### config.mk
export PLATFORM = sky130hd
export DESIGN_NAME = video_timing_gen_flat
export DESIGN_NICKNAME = d
export VERILOG_FILES = /design/src/rtl/vtg_pkg.sv /design/src/rtl/vtg_if.sv /design/src/rtl/vtg_axis_cnt.sv /design/src/rtl/video_timing_gen.sv /design/src/flat_wrapper.sv
export SDC_FILE = /design/constraint.sdc
export NUM_CORES = 1
export LEC_CHECK = 0
export CAP_MARGIN = 20
export CORE_MARGIN = 2
export CORE_UTILIZATION = 45
export CTS_CLUSTER_DIAMETER = 30
export DETAILED_ROUTE_END_ITERATION = 16
export GPL_ROUTABILITY_DRIVEN = 0
export PLACE_DENSITY = 0.74
export SYNTH_ARGS = -nofsm -noshare
export SYNTH_HDL_FRONTEND = slang
export SYNTH_HIERARCHICAL = 1
export SYNTH_SLANG_ARGS = --single-unit
### constraint.sdc
create_clock -name MCLK -period 3.1 [get_ports MCLK]
set_clock_uncertainty 0.05 [all_clocks]
set_input_delay 0.62 -clock MCLK [delete_from_list [all_inputs] [get_ports MCLK]]
set_output_delay 0.62 -clock MCLK [all_outputs]
set_load 0.02 [all_outputs]
### src/rtl/vtg_pkg.sv
// Shared timing defaults and helper functions for the video timing generator.
package vtg_pkg;

    localparam int unsigned DEF_H_ACTIVE = 288;
    localparam int unsigned DEF_H_FP     = 22;
    localparam int unsigned DEF_H_SYNC   = 32;
    localparam int unsigned DEF_H_BP     = 42;
    localparam int unsigned DEF_V_ACTIVE = 224;
    localparam int unsigned DEF_V_FP     = 3;
    localparam int unsigned DEF_V_SYNC   = 7;
    localparam int unsigned DEF_V_BP     = 29;
    localparam int unsigned DEF_CNT_W    = 9;
    localparam int unsigned DEF_RGB_W    = 12;

    function automatic int unsigned vtg_total(input int unsigned active, input int unsigned fp,
                                              input int unsigned sync, input int unsigned bp);
        return active + fp + sync + bp;
    endfunction

    // Nominal sync start shifted by offset, kept inside the blanking interval.
    function automatic int unsigned vtg_sync_start(input int unsigned active, input int unsigned fp,
                                                   input int unsigned sync, input int unsigned total,
                                                   input int offset);
        int s;
        s = int'(active + fp) + offset;
        if (s < int'(active)) begin
            s = int'(active);
        end else if (s > int'(total - sync)) begin
            s = int'(total - sync);
        end
        return s;
    endfunction

endpackage

### src/rtl/vtg_if.sv
// Video output bundle between the timing generator and the pixel source/sink.
interface vtg_if #(
    parameter int unsigned CNT_W = 9,
    parameter int unsigned RGB_W = 12
);
    logic [RGB_W-1:0] iRGB;
    logic [CNT_W-1:0] HPOS;
    logic [CNT_W-1:0] VPOS;
    logic [RGB_W-1:0] oRGB;
    logic             HBLK;
    logic             VBLK;
    logic             HSYN;
    logic             VSYN;
    logic             DE;
    logic             LINE_START;
    logic             FRAME_START;

    modport master (
        input  iRGB,
        output HPOS, VPOS, oRGB, HBLK, VBLK, HSYN, VSYN, DE, LINE_START, FRAME_START
    );

    modport slave (
        output iRGB,
        input  HPOS, VPOS, oRGB, HBLK, VBLK, HSYN, VSYN, DE, LINE_START, FRAME_START
    );
endinterface

### src/rtl/vtg_axis_cnt.sv
// One raster axis: wrapping position counter with blank and sync window decode.
module vtg_axis_cnt #(
    parameter int unsigned CNT_W     = 9,
    parameter int unsigned TOTAL     = 384,
    parameter int unsigned ACTIVE    = 288,
    parameter int unsigned SYNC      = 32,
    parameter bit          LOOKAHEAD = 1'b0
) (
    input  logic             clk,
    input  logic             rst,
    input  logic             adv,
    input  logic [CNT_W-1:0] sync_start,
    output logic [CNT_W-1:0] cnt,
    output logic             wrap_c,
    output logic             blank_c,
    output logic             sync_c
);

    logic [CNT_W-1:0] cnt_q;
    logic [CNT_W-1:0] cnt_nxt;
    logic [CNT_W-1:0] dec;
    logic             at_end;

    assign at_end  = (cnt_q == CNT_W'(TOTAL - 1));
    assign cnt_nxt = at_end ? '0 : cnt_q + CNT_W'(1);
    assign wrap_c  = adv && at_end;

    always_ff @(posedge clk or posedge rst) begin
        if (rst) begin
            cnt_q <= '0;
        end else if (adv) begin
            cnt_q <= cnt_nxt;
        end
    end

    // LOOKAHEAD decodes the position being entered so a caller can load it on the advancing edge.
    assign dec     = LOOKAHEAD ? cnt_nxt : cnt_q;
    assign sync_c  = (dec >= sync_start) && (dec <= sync_start + CNT_W'(SYNC - 1));
    assign blank_c = (cnt_q >= CNT_W'(ACTIVE));
    assign cnt     = cnt_q;

endmodule

### src/rtl/video_timing_gen.sv
// Raster timing generator: counters, registered blank/sync/DE/pixel outputs, line/frame pulses.
// Optional macro VTG_SCREEN_ADJ_EN adds per-frame H_ADJ/V_ADJ sync-position offsets.
module video_timing_gen
    import vtg_pkg::*;
#(
    parameter int unsigned H_ACTIVE = DEF_H_ACTIVE,
    parameter int unsigned H_FP     = DEF_H_FP,
    parameter int unsigned H_SYNC   = DEF_H_SYNC,
    parameter int unsigned H_BP     = DEF_H_BP,
    parameter int unsigned V_ACTIVE = DEF_V_ACTIVE,
    parameter int unsigned V_FP     = DEF_V_FP,
    parameter int unsigned V_SYNC   = DEF_V_SYNC,
    parameter int unsigned V_BP     = DEF_V_BP,
    parameter int unsigned CNT_W    = DEF_CNT_W,
    parameter int unsigned RGB_W    = DEF_RGB_W,
    parameter bit          HS_POL   = 1'b0,
    parameter bit          VS_POL   = 1'b0
) (
    input  logic              MCLK,
    input  logic              RESET,
    input  logic              PCLK_EN,
`ifdef VTG_SCREEN_ADJ_EN
    input  logic signed [3:0] H_ADJ,
    input  logic signed [3:0] V_ADJ,
`endif
    vtg_if.master             vid
);

    localparam int unsigned HTOTAL = vtg_total(H_ACTIVE, H_FP, H_SYNC, H_BP);
    localparam int unsigned VTOTAL = vtg_total(V_ACTIVE, V_FP, V_SYNC, V_BP);

    logic [CNT_W-1:0] hcnt;
    logic [CNT_W-1:0] vcnt;
    logic [CNT_W-1:0] hs_start;
    logic [CNT_W-1:0] vs_start;
    logic             h_wrap_c;
    logic             v_wrap_c;
    logic             h_blank_c;
    logic             v_blank_c;
    logic             h_sync_c;
    logic             v_sync_c;
    int               h_off;
    int               v_off;

    logic             hblk_q;
    logic             vblk_q;
    logic             hsyn_q;
    logic             vsyn_q;
    logic             de_q;
    logic [RGB_W-1:0] orgb_q;

`ifdef VTG_SCREEN_ADJ_EN
    logic signed [3:0] h_adj_q;
    logic signed [3:0] v_adj_q;

    // Offsets only move at the frame boundary so sync never jumps mid-frame.
    always_ff @(posedge MCLK or posedge RESET) begin
        if (RESET) begin
            h_adj_q <= '0;
            v_adj_q <= '0;
        end else if (v_wrap_c) begin
            h_adj_q <= H_ADJ;
            v_adj_q <= V_ADJ;
        end
    end

    assign h_off = 8 * int'(h_adj_q);
    assign v_off = int'(v_adj_q);
`else
    assign h_off = 0;
    assign v_off = 0;
`endif

    assign hs_start = CNT_W'(vtg_sync_start(H_ACTIVE, H_FP, H_SYNC, HTOTAL, h_off));
    assign vs_start = CNT_W'(vtg_sync_start(V_ACTIVE, V_FP, V_SYNC, VTOTAL, v_off));

    vtg_axis_cnt #(
        .CNT_W     (CNT_W),
        .TOTAL     (HTOTAL),
        .ACTIVE    (H_ACTIVE),
        .SYNC      (H_SYNC),
        .LOOKAHEAD (1'b0)
    ) u_h (
        .clk        (MCLK),
        .rst        (RESET),
        .adv        (PCLK_EN),
        .sync_start (hs_start),
        .cnt        (hcnt),
        .wrap_c     (h_wrap_c),
        .blank_c    (h_blank_c),
        .sync_c     (h_sync_c)
    );

    // Vertical sync decodes the line being entered so VSYN tracks VPOS on the line wrap.
    vtg_axis_cnt #(
        .CNT_W     (CNT_W),
        .TOTAL     (VTOTAL),
        .ACTIVE    (V_ACTIVE),
        .SYNC      (V_SYNC),
        .LOOKAHEAD (1'b1)
    ) u_v (
        .clk        (MCLK),
        .rst        (RESET),
        .adv        (h_wrap_c),
        .sync_start (vs_start),
        .cnt        (vcnt),
        .wrap_c     (v_wrap_c),
        .blank_c    (v_blank_c),
        .sync_c     (v_sync_c)
    );

    always_ff @(posedge MCLK or posedge RESET) begin
        if (RESET) begin
            hblk_q <= 1'b1;
            vblk_q <= 1'b1;
            de_q   <= 1'b0;
            orgb_q <= '0;
            hsyn_q <= ~HS_POL;
            vsyn_q <= ~VS_POL;
        end else if (PCLK_EN) begin
            hblk_q <= h_blank_c;
            vblk_q <= v_blank_c;
            de_q   <= ~(h_blank_c | v_blank_c);
            orgb_q <= (h_blank_c | v_blank_c) ? '0 : vid.iRGB;
            hsyn_q <= h_sync_c ? HS_POL : ~HS_POL;
            if (h_wrap_c) begin
                vsyn_q <= v_sync_c ? VS_POL : ~VS_POL;
            end
        end
    end

    assign vid.HPOS        = hcnt;
    assign vid.VPOS        = vcnt;
    assign vid.HBLK        = hblk_q;
    assign vid.VBLK        = vblk_q;
    assign vid.DE          = de_q;
    assign vid.oRGB        = orgb_q;
    assign vid.HSYN        = hsyn_q;
    assign vid.VSYN        = vsyn_q;
    assign vid.LINE_START  = h_wrap_c;
    assign vid.FRAME_START = v_wrap_c;

endmodule

### src/flat_wrapper.sv
// flat-port wrapper written by rule: the top's interface ports become plain ports
module video_timing_gen_flat import vtg_pkg::*;
#(
    parameter int unsigned H_ACTIVE = DEF_H_ACTIVE,
    parameter int unsigned H_FP     = DEF_H_FP,
    parameter int unsigned H_SYNC   = DEF_H_SYNC,
    parameter int unsigned H_BP     = DEF_H_BP,
    parameter int unsigned V_ACTIVE = DEF_V_ACTIVE,
    parameter int unsigned V_FP     = DEF_V_FP,
    parameter int unsigned V_SYNC   = DEF_V_SYNC,
    parameter int unsigned V_BP     = DEF_V_BP,
    parameter int unsigned CNT_W    = DEF_CNT_W,
    parameter int unsigned RGB_W    = DEF_RGB_W,
    parameter bit          HS_POL   = 1'b0,
    parameter bit          VS_POL   = 1'b0
)
  (MCLK, RESET, PCLK_EN, vid_iRGB, vid_HPOS, vid_VPOS, vid_oRGB, vid_HBLK, vid_VBLK, vid_HSYN, vid_VSYN, vid_DE, vid_LINE_START, vid_FRAME_START);
  vtg_if #(.CNT_W(CNT_W), .RGB_W(RGB_W)) vid_i ();
  input  logic MCLK;
  input  logic RESET;
  input  logic PCLK_EN;
  input wire logic [$bits(vid_i.iRGB)-1:0] vid_iRGB;
  output wire logic [$bits(vid_i.HPOS)-1:0] vid_HPOS;
  output wire logic [$bits(vid_i.VPOS)-1:0] vid_VPOS;
  output wire logic [$bits(vid_i.oRGB)-1:0] vid_oRGB;
  output wire logic [$bits(vid_i.HBLK)-1:0] vid_HBLK;
  output wire logic [$bits(vid_i.VBLK)-1:0] vid_VBLK;
  output wire logic [$bits(vid_i.HSYN)-1:0] vid_HSYN;
  output wire logic [$bits(vid_i.VSYN)-1:0] vid_VSYN;
  output wire logic [$bits(vid_i.DE)-1:0] vid_DE;
  output wire logic [$bits(vid_i.LINE_START)-1:0] vid_LINE_START;
  output wire logic [$bits(vid_i.FRAME_START)-1:0] vid_FRAME_START;
  assign vid_i.iRGB = vid_iRGB;
  assign vid_HPOS = vid_i.HPOS;
  assign vid_VPOS = vid_i.VPOS;
  assign vid_oRGB = vid_i.oRGB;
  assign vid_HBLK = vid_i.HBLK;
  assign vid_VBLK = vid_i.VBLK;
  assign vid_HSYN = vid_i.HSYN;
  assign vid_VSYN = vid_i.VSYN;
  assign vid_DE = vid_i.DE;
  assign vid_LINE_START = vid_i.LINE_START;
  assign vid_FRAME_START = vid_i.FRAME_START;
  video_timing_gen #(.H_ACTIVE(H_ACTIVE), .H_FP(H_FP), .H_SYNC(H_SYNC), .H_BP(H_BP), .V_ACTIVE(V_ACTIVE), .V_FP(V_FP), .V_SYNC(V_SYNC), .V_BP(V_BP), .CNT_W(CNT_W), .RGB_W(RGB_W), .HS_POL(HS_POL), .VS_POL(VS_POL)) u_core (.MCLK(MCLK), .RESET(RESET), .PCLK_EN(PCLK_EN), .vid(vid_i));
endmodule
After elaboration in Yosys (flattened, before gate mapping)

Index checks and enable logic that the tools add are counted.

Add/subtract/negate cells: 2
Magnitude comparators: 6
Equality and inequality tests: 2
Muxes and demuxes: 5
Bitwise operators: 2
Reductions and logical operators: 5

Operator list:

| kind                                                 | number |
|---|---|
| adder 9 x 1 -> 9 bit (second input constant)         | 2 |
| equality test 9 bit (second input constant)          | 2 |
| >= comparator 9 x 8 -> 1 bit (second input constant) | 2 |
| >= comparator 9 bit (second input constant)          | 2 |
| two-way mux 9 bit                                    | 2 |
| two-way mux 12 bit                                   | 1 |
| <= comparator 9 x 8 -> 1 bit (second input constant) | 1 |
| <= comparator 9 bit (second input constant)          | 1 |
| logical AND 1 bit                                    | 4 |
| two-way mux 1 bit                                    | 2 |
| AND reduction 2 bit                                  | 1 |
| NOT 1 bit                                            | 1 |
| OR 1 bit                                             | 1 |

Bits in registers: 35
Input port bits: 15
Output and inout port bits: 37
Logic and storage cells: 30

Logic depth before layout (Yosys ltp)

Gate-level depths: netlist (run 1).

Depth in word-level cells: 5
Mapped depth: 13
Gate-level depth less buffers: 12

Modules after synthesis

Netlist (run 1), hierarchy kept.

By module, submodules not included:

| module                     | times used | cells an instance | area an instance (µm²) | sequential area each (µm²) |
|---|---|---|---|---|
| vtg_axis_cnt at u_core.u_v | 1          | 129               | 1,154.9                | 225.2 |
| vtg_axis_cnt at u_core.u_h | 1          | 111               | 983.4                  | 225.2 |
| video_timing_gen           | 1          | 70                | 777.0                  | 430.4 |

Worst setup path before layout (run 1)

OpenSTA, ideal clock, no wires.

Kind: register to register
Start point: reg u_core.u_v.cnt_q[0] (netlist: u_core/u_v/cnt[0])
End point: reg u_core.vsyn_q (netlist: u_core/vid.VSYN)
Setup time: 0.086 ns
Arrival: 2.735 ns
Required time: 2.964 ns
Path slack: 0.229 ns
Cell stages (with the launch flop): 13
Buffers on the path: 0
Period minus slack after synthesis: 2.871 ns
Path through: dfrtp_1 inv_1 ha_1 nor4b_4 and2_1 or2_2 ha_1 nand2b_1 a21oi_1 maj3_2 o31a_1 a221oi_2 mux2i_1

Cells in the longest elaborated chain, start to end: 5
Elaborated cells between the ends (all ways): 7
Those cells by class: add/sub: 1; order compare: 2; eq/ne: 1; mux: 2; reduce/logical: 1

Ends and longest elaborated chain:

| element                                                                      | line                                   | text |
|---|---|---|
| start: declaration                                                           | vtg_axis_cnt.sv:19                     | `logic [CNT_W-1:0] cnt_q;` |
| start signal: assignment                                                     | vtg_axis_cnt.sv:32                     | `cnt_q <= cnt_nxt;` |
| adder 9 x 1 -> 9 bit or equality test 9 bit (tied branches)                  | vtg_axis_cnt.sv:25, vtg_axis_cnt.sv:24 |  |
| two-way mux 9 bit (*)                                                        | vtg_axis_cnt.sv:25                     | `assign cnt_nxt = at_end ? '0 : cnt_q + CNT_W'(1);` |
| >= comparator 9 x 8 -> 1 bit or <= comparator 9 x 8 -> 1 bit (tied branches) | vtg_axis_cnt.sv:38                     | `assign sync_c = (dec >= sync_start) && (dec <= sync_start + CNT_W'(SYNC - 1));` |
| logical AND 1 bit (*)                                                        | vtg_axis_cnt.sv:38                     |  |
| net u_core.v_sync_c                                                          | video_timing_gen.sv:41                 | `logic v_sync_c;` |
| two-way mux 1 bit (*)                                                        | video_timing_gen.sv:127                | `vsyn_q <= v_sync_c ? VS_POL : ~VS_POL;` |
| end signal: assignment                                                       | video_timing_gen.sv:119                | `vsyn_q <= ~VS_POL;` |
| end signal: assignment                                                       | video_timing_gen.sv:127                |  |
| end: declaration                                                             | video_timing_gen.sv:48                 | `logic vsyn_q;` |

Mark *: on every way through the listed nets, which the timed path passes. The rest lies on a longest branch.
A chain may end at the register's enable or synchronous reset.

Final worst setup path (run 1)

Start point: in PCLK_EN
End point: out vid_FRAME_START

Cells in the longest elaborated chain, start to end: 2

Ends and longest elaborated chain:

| element                         | line               | text |
|---|---|---|
| start: declaration              | flat_wrapper.sv:21 | `input logic PCLK_EN;` |
| logical AND 1 bit (2 in series) | vtg_axis_cnt.sv:26 | `assign wrap_c = adv && at_end;` |
| end: declaration                | flat_wrapper.sv:32 | `output wire logic [$bits(vid_i.FRAME_START)-1:0] vid_FRAME_START;` |

No other way between the ends.

==> impl_metrics.tcl, run 1 <==
set metrics [dict create \
    synth.area.top_cells "dfrtp_1 (27%), ha_1 (16%), xnor2_1 (7.2%)" \
    nNetsFinal 468 \
    netlist_instances 310 \
    worst-path-stages 5 \
    cp.required_ps 2430 \
    crit_arrival_ps 2340 \
    cts-root-buf "clkbuf_8" \
    cp-start-kind "input port" \
    grt_pass1_vias 2411 \
    whs_path_depth 2 \
    ant_nets 0 \
    leakage_nw 1.87 \
    clk_pin_slew_ps 70 \
    drcViolationCount 0 \
    ys_ff_latch 35 \
    ys.flop_type "dfrtp_1" \
    routed_wl_microns 6220 \
    synth_area_per_cell_sq_um 9.40 \
    outcome "finished clean" \
    coreArea_sq_um 6310 \
    cp_slowest_stage_delay_ps 600 \
    via_count 2396 \
    path_buf_inv 2 \
    start_util_pct 46.2 \
    grt_util_all_layers_pct 18.5 \
    path_cells "clkdlybuf4s50_1 -> nand3_2 -> nor3_2 -> and3_1 -> clkdlybuf4s50_1" \
    crit_path_top_delay_cell "clkdlybuf4s50_1" \
    port_buffers 51 \
    hold_class "flip-flop to flip-flop" \
    reg2regPathDepth 12 \
    n_antenna_cell 0 \
    cp-end-kind "output port" \
    drive_above_1_share_pct 11.8 \
    async_flop_share_pct 100 \
    yosysUniqueCellTypes 58 \
    yosysSeqAreaShare_pct 30.2 \
    drt-initial-drc-count 83 \
    synth.most_common_cell "inv_1" \
    slew_viol_final 0 \
    max-slew-margin-rel_pct 57.3 \
    finalHoldViolCount 0 \
    io_pins 52 \
    synth_top_cell_by_area "dfrtp_1" \
    fmaxAchievable_mhz 332 \
    final.setup.worst_slack_ps 89.4 \
    ctsHtreeMaxLevel 2 \
    synth_area_sq_um 2920 \
    synth_top_area_share_pct 26.6 \
    grt_overflow_total 0 \
    finalPower_mw 1.44 \
    synth_edf_count 0 \
    post-cts-setup-buffers 0 \
    period_minus_slack_ps 3010 \
    die_h_microns 84.5 \
    power.density_nw_per_um2 379 \
    synthTopCellsByCount "inv_1 (39), ha_1 (37), dfrtp_1 (31)" \
    peakVddDrop_mv 0.237 \
    insertion_delay_ps 280 \
    crit_family "buffers and inverters" \
    die-area_sq_um 7140 \
    post-route-period-util_pct 97.1 \
    crit_top_cell "clkdlybuf4s50_1" \
    rows 29 \
    grt_max_degree 36 \
    clockBufferDepth 2 \
    cts_tree "done" \
    fillers 567 \
    worstPathMaxFanout 3 \
    hold_ws_ps 425 \
    fin_setup_tns_ps 0 \
    post-place-ws_ps 66.6 \
    ys_warn_count 6 \
    crit_type "input port to output port" \
    cts_buffers 5 \
    antenna_found_initial 0 \
    viasPerCell 4.85 \
    worst_pin_slew_ps 640 \
    rsz0062_at_grt "false" \
    wl_per_cell_microns 12.6 \
    firstDrtPassIters 4 \
    die_w_microns 84.5 \
    final_core_util_pct 60.2 \
    grt_pass1_wl_microns 10900 \
    post-dp-hpwl_microns 4940 \
    cts.sinks 35 \
    cap_violations 0 \
    area_growth_pct 30.4 \
    finalSetupViolCount 0 \
]
-- placed cells by master, fill, tap and decap left out, types with 6 or more instances in the layout --
cell / synthesis / final
ha_1: 37 / 37
clkdlybuf4s50_1: 0 / 51
nand2_1: 28 / 28
nor2_1: 11 / 11
xor2_1: 8 / 8
inv_1: 39 / 39
buf_4: 4 / 8
clkbuf_8: 0 / 7
o22ai_2: 10 / 10
nand3_1: 14 / 14
nand4_1: 6 / 6
conb_1: 2 / 51
o21ai_0: 8 / 8
xnor2_1: 24 / 24
dfrtp_1: 31 / 30
a21oi_1: 9 / 9
-- stage by stage --
stage	std cells	instance area (sq um)
6_report	494	3800
5_1_grt	494	3800
4_1_cts	494	3800
3_5_place_dp	486	3700
3_3_place_gp	486	3700
2_1_floorplan	359	3100
-- report_power, final --
group | total [mW] | internal, mW | switching, mW
Sequential | 0.595 | 0.507 | 0.0884
Clock | 0.353 | 0.203 | 0.150
Combinational | 0.492 | 0.238 | 0.254
-- worst paths after layout --
check	start	slack (ps)	endpoint
min in group asynchronous	RESET	640	u_core/u_h/cnt[7]
max in group asynchronous	RESET	1830	u_core/vid.oRGB[11]
worst min register to register	u_core/vid.HSYN	430	u_core/vid.HSYN
worst max register to register	u_core/u_v/cnt[0]	220	u_core/vid.VSYN
worst max-delay path	PCLK_EN	90	vid_FRAME_START
worst min-delay path	u_core/vid.HSYN	430	u_core/vid.HSYN
-- registers in the layout, indices dropped and copies added, names as in the netlist --
name             count
u_core/vid.HSYN      1
u_core/vid.oRGB     12
u_core/vid.VSYN      1
u_core/vid.VBLK      1
u_core/vid.DE        1
u_core/u_v/cnt       9
u_core/u_h/cnt       9
u_core/vid.HBLK      1
-- metal layers --
layer / vias to the layer above / wire length [microns] / track usage (%)
li1: 1229 / - / -
met1: 1112 / 3000 / 24.6
met2: 53 / 2860 / 30.8
met4: 0 / 14 / 4.18
met3: 2 / 336 / 4.23
met5: - / 0 / 0
-- tightest hold or removal path, delay by kind of cell, from the launching register on --
family / cells / cell delay (ps)
buf+inv: 1 / 40
mux: 1 / 60
flops: 1 / 370
-- what timing repair did --
item,CTS,global route
setup endpoints to repair,0,1
endpoints found under the hold margin,0,0
gates resized for setup,0,1
hold buffers,0,0
-- logic make-up (layout without fill, tap and decap cells) --
group,after synthesis,after routing,share of synthesized area (%)
compound gates,53,53,14.8
mux,12,12,4.55
buf+inv,48,106,7.30
flops,35,35,30.2
simple gates,90,90,17.0
fa+ha+maj,38,38,16.3
other cells,2,51,0.258
xor+xnor,32,32,9.61
-- cell type report --
type | count | area [sq um] | area share, %
inverters | 39 | 146 | 3.85
multi-input cells | 276 | 2010 | 52.8
flip-flops and latches | 35 | 882 | 23.2
clock buffers | 8 | 100 | 2.63
well taps | 77 | 96.3 | 2.53
repair buffers | 59 | 571 | 15.0
Power figures use the tool's default switching activity.
==> inputs of run 2 (changes only) <==
--- a/config.mk
+++ b/config.mk
@@ -8,7 +8,6 @@
 export CAP_MARGIN = 20
 export CORE_MARGIN = 2
 export CORE_UTILIZATION = 45
-export CTS_CLUSTER_DIAMETER = 30
 export DETAILED_ROUTE_END_ITERATION = 16
 export GPL_ROUTABILITY_DRIVEN = 0
 export PLACE_DENSITY = 0.74
==> results of run 2 <==
No change in the layout: final DEF, timing and power equal those of run 1.
==> inputs of run 3 (changes only) <==
--- a/config.mk
+++ b/config.mk
@@ -10,7 +10,7 @@
 export CORE_UTILIZATION = 45
 export DETAILED_ROUTE_END_ITERATION = 16
 export GPL_ROUTABILITY_DRIVEN = 0
-export PLACE_DENSITY = 0.74
+export PLACE_DENSITY = 0.71
 export SYNTH_ARGS = -nofsm -noshare
 export SYNTH_HDL_FRONTEND = slang
 export SYNTH_HIERARCHICAL = 1
==> impl_metrics.tcl, run 3 (synthesis gave the netlist of run 1 again) <==
set metrics [dict create \
    finalHoldViolCount 0 \
    drcViolationCount 0 \
    period_minus_slack_ps 3010 \
    switching_share_pct 33.2 \
    cap_violations 0 \
    peakVddDrop_mv 0.247 \
    leakage_nw 1.89 \
    post-route-period-util_pct 97.0 \
    antenna_found_initial 0 \
    die-area_sq_um 7140 \
    io_pins 52 \
    nNetsFinal 470 \
    wl_per_cell_microns 12.4 \
    final_core_util_pct 60.7 \
    grt_util_all_layers_pct 18.1 \
    clk_pin_slew_ps 70 \
    multi_input_area_sq_um 2010 \
    worst_pin_slew_ps 668 \
    fin_setup_tns_ps 0 \
    p_int_mw 1.00 \
    port_buffers 51 \
    die_w_microns 84.5 \
    max-slew-margin-rel_pct 55.4 \
    drive_above_1_share_pct 12.6 \
    area_growth_pct 31.5 \
    rr_endpoint "u_core/vid.VSYN" \
    cp.required_ps 2430 \
    cts_tree "done" \
    fillers 552 \
    crit_top_cell "clkdlybuf4s50_1" \
    viasPerCell 4.86 \
    reg2regPathDepth 11 \
    rows 29 \
    power.density_nw_per_um2 392 \
    grt_pass1_vias 2296 \
    crit_type "input port to output port" \
    path_cells "clkdlybuf4s50_1 -> nand3_2 -> nor3_2 -> buf_4 -> clkdlybuf4s50_1" \
    hold-path-endpoint "u_core/vid.HSYN" \
    cp_slowest_stage_delay_ps 640 \
    reg2reg_from "u_core/u_v/cnt[1]" \
    routed_wl_microns 6130 \
    combPwrFrac_pct 32.2 \
    seq_power_share_pct 39.5 \
    ctsHtreeMaxLevel 2 \
    coreArea_sq_um 6310 \
    grt_overflow_total 0 \
    die_h_microns 84.5 \
    whs_path_depth 2 \
    firstDrtPassIters 4 \
    via_count 2411 \
    outcome "finished clean" \
    start_util_pct 46.2 \
    hold_class "flip-flop to flip-flop" \
    crit_arrival_ps 2340 \
    fmaxAchievable_mhz 332 \
    slew_viol_final 0 \
    worstHoldStart "u_core/vid.HSYN" \
    n_antenna_cell 0 \
    grt_max_degree 36 \
    cts.sinks 35 \
    r2r_setup_slack_ps 170 \
    crit_path_top_delay_cell "clkdlybuf4s50_1" \
    post-dp-hpwl_microns 4870 \
    ff_latch_area_sq_um 882 \
    largest_reg_flops 12 \
    clock_power_share_pct 28.2 \
    clockBufferDepth 2 \
    switching_power_mw 0.500 \
    finalSetupViolCount 0 \
    layout_common_cells "clkdlybuf4s50_1 (51), conb_1 (51), inv_1 (39)" \
    cts-root-buf "clkbuf_8" \
    cp-end-kind "output port" \
    worstPathMaxFanout 14 \
    drt-initial-drc-count 84 \
    cts_buffers 5 \
    ant_nets 0 \
    grt_pass1_wl_microns 10700 \
    insertion_delay_ps 290 \
    cp-start-kind "input port" \
]
-- run 3: changes by cell type in the layout (fill, tap and decap cells not counted), sizes merged --
cell / delta
clkbuf: -2
clkinv: +1
bufinv: +1
buf: +2
-- run 3: metrics by stage --
stage | area (sq um) | worst slack [ps] | hold WS, ps | instances | total power [mW]
after detailed placement | 3690 | 77.2 | 413 | 485 | 1.08
after floorplan | 3100 | 229 | 398 | 359 | 0.898
after global placement | 3690 | 104 | 407 | 485 | 1.07
after global routing | 3830 | -3.28 | 445 | 496 | 1.62
final | 3830 | 91.5 | 423 | 496 | 1.50
after CTS | 3810 | 66.7 | 425 | 493 | 1.51
-- run 3: routing by layer --
metal / wire length [microns] / up-vias / GRT usage, % / share of wire [%]
met5: 0 / - / 0 / 0
met2: 2760 / 42 / 29.3 / 45
met4: 61 / 0 / 4.33 / 0.99
met1: 3100 / 1126 / 24.7 / 50
met3: 218 / 7 / 4.03 / 3.6
li1: - / 1236 / - / -
-- run 3: power by group through the flow --
stage               Sequential, mW  Combinational [mW]  Clock [mW]
CTS                          0.595               0.479       0.438
finish                       0.594               0.484       0.425
detailed placement           0.604               0.478           0
global placement             0.603               0.462           0
floorplan                    0.644               0.254           0
global route                 0.605               0.548       0.465
-- run 3: timing repair --
| item | in CTS | in global routing |
|---|---|---|
| hold buffers | 0 | 0 |
| resized for setup | 0 | 2 |
| setup endpoints to repair | 0 | 1 |
| setup buffers | 0 | 3 |
-- run 3: how the worst max path moves through the flow --
stage,start,endpoint,slack [ps],depth (start not counted)
final,PCLK_EN,vid_LINE_START,90,5
after global routing,u_core/u_v/cnt[0],u_core/vid.VSYN,-3,12
after detailed placement,PCLK_EN,vid_LINE_START,80,5
after global placement,PCLK_EN,vid_LINE_START,100,5
after floorplan,u_core/u_v/cnt[0],u_core/vid.VSYN,230,12
after CTS,PCLK_EN,vid_LINE_START,70,5
-- run 3: cell type report --
class	count	share of cell area, %
Multi-Input combinational cell	276	52.3
Sequential cell	35	23.0
Timing Repair Buffer	61	15.3
Inverter	39	3.82
Tap cell	77	2.51
Clock buffer	6	2.15
Clock inverter	2	0.914
-- run 3: critical path, delay by kind of cell --
family                 cells  cell delay (ps)
and+or+nand+nor            2              330
buffers and inverters      3             1390
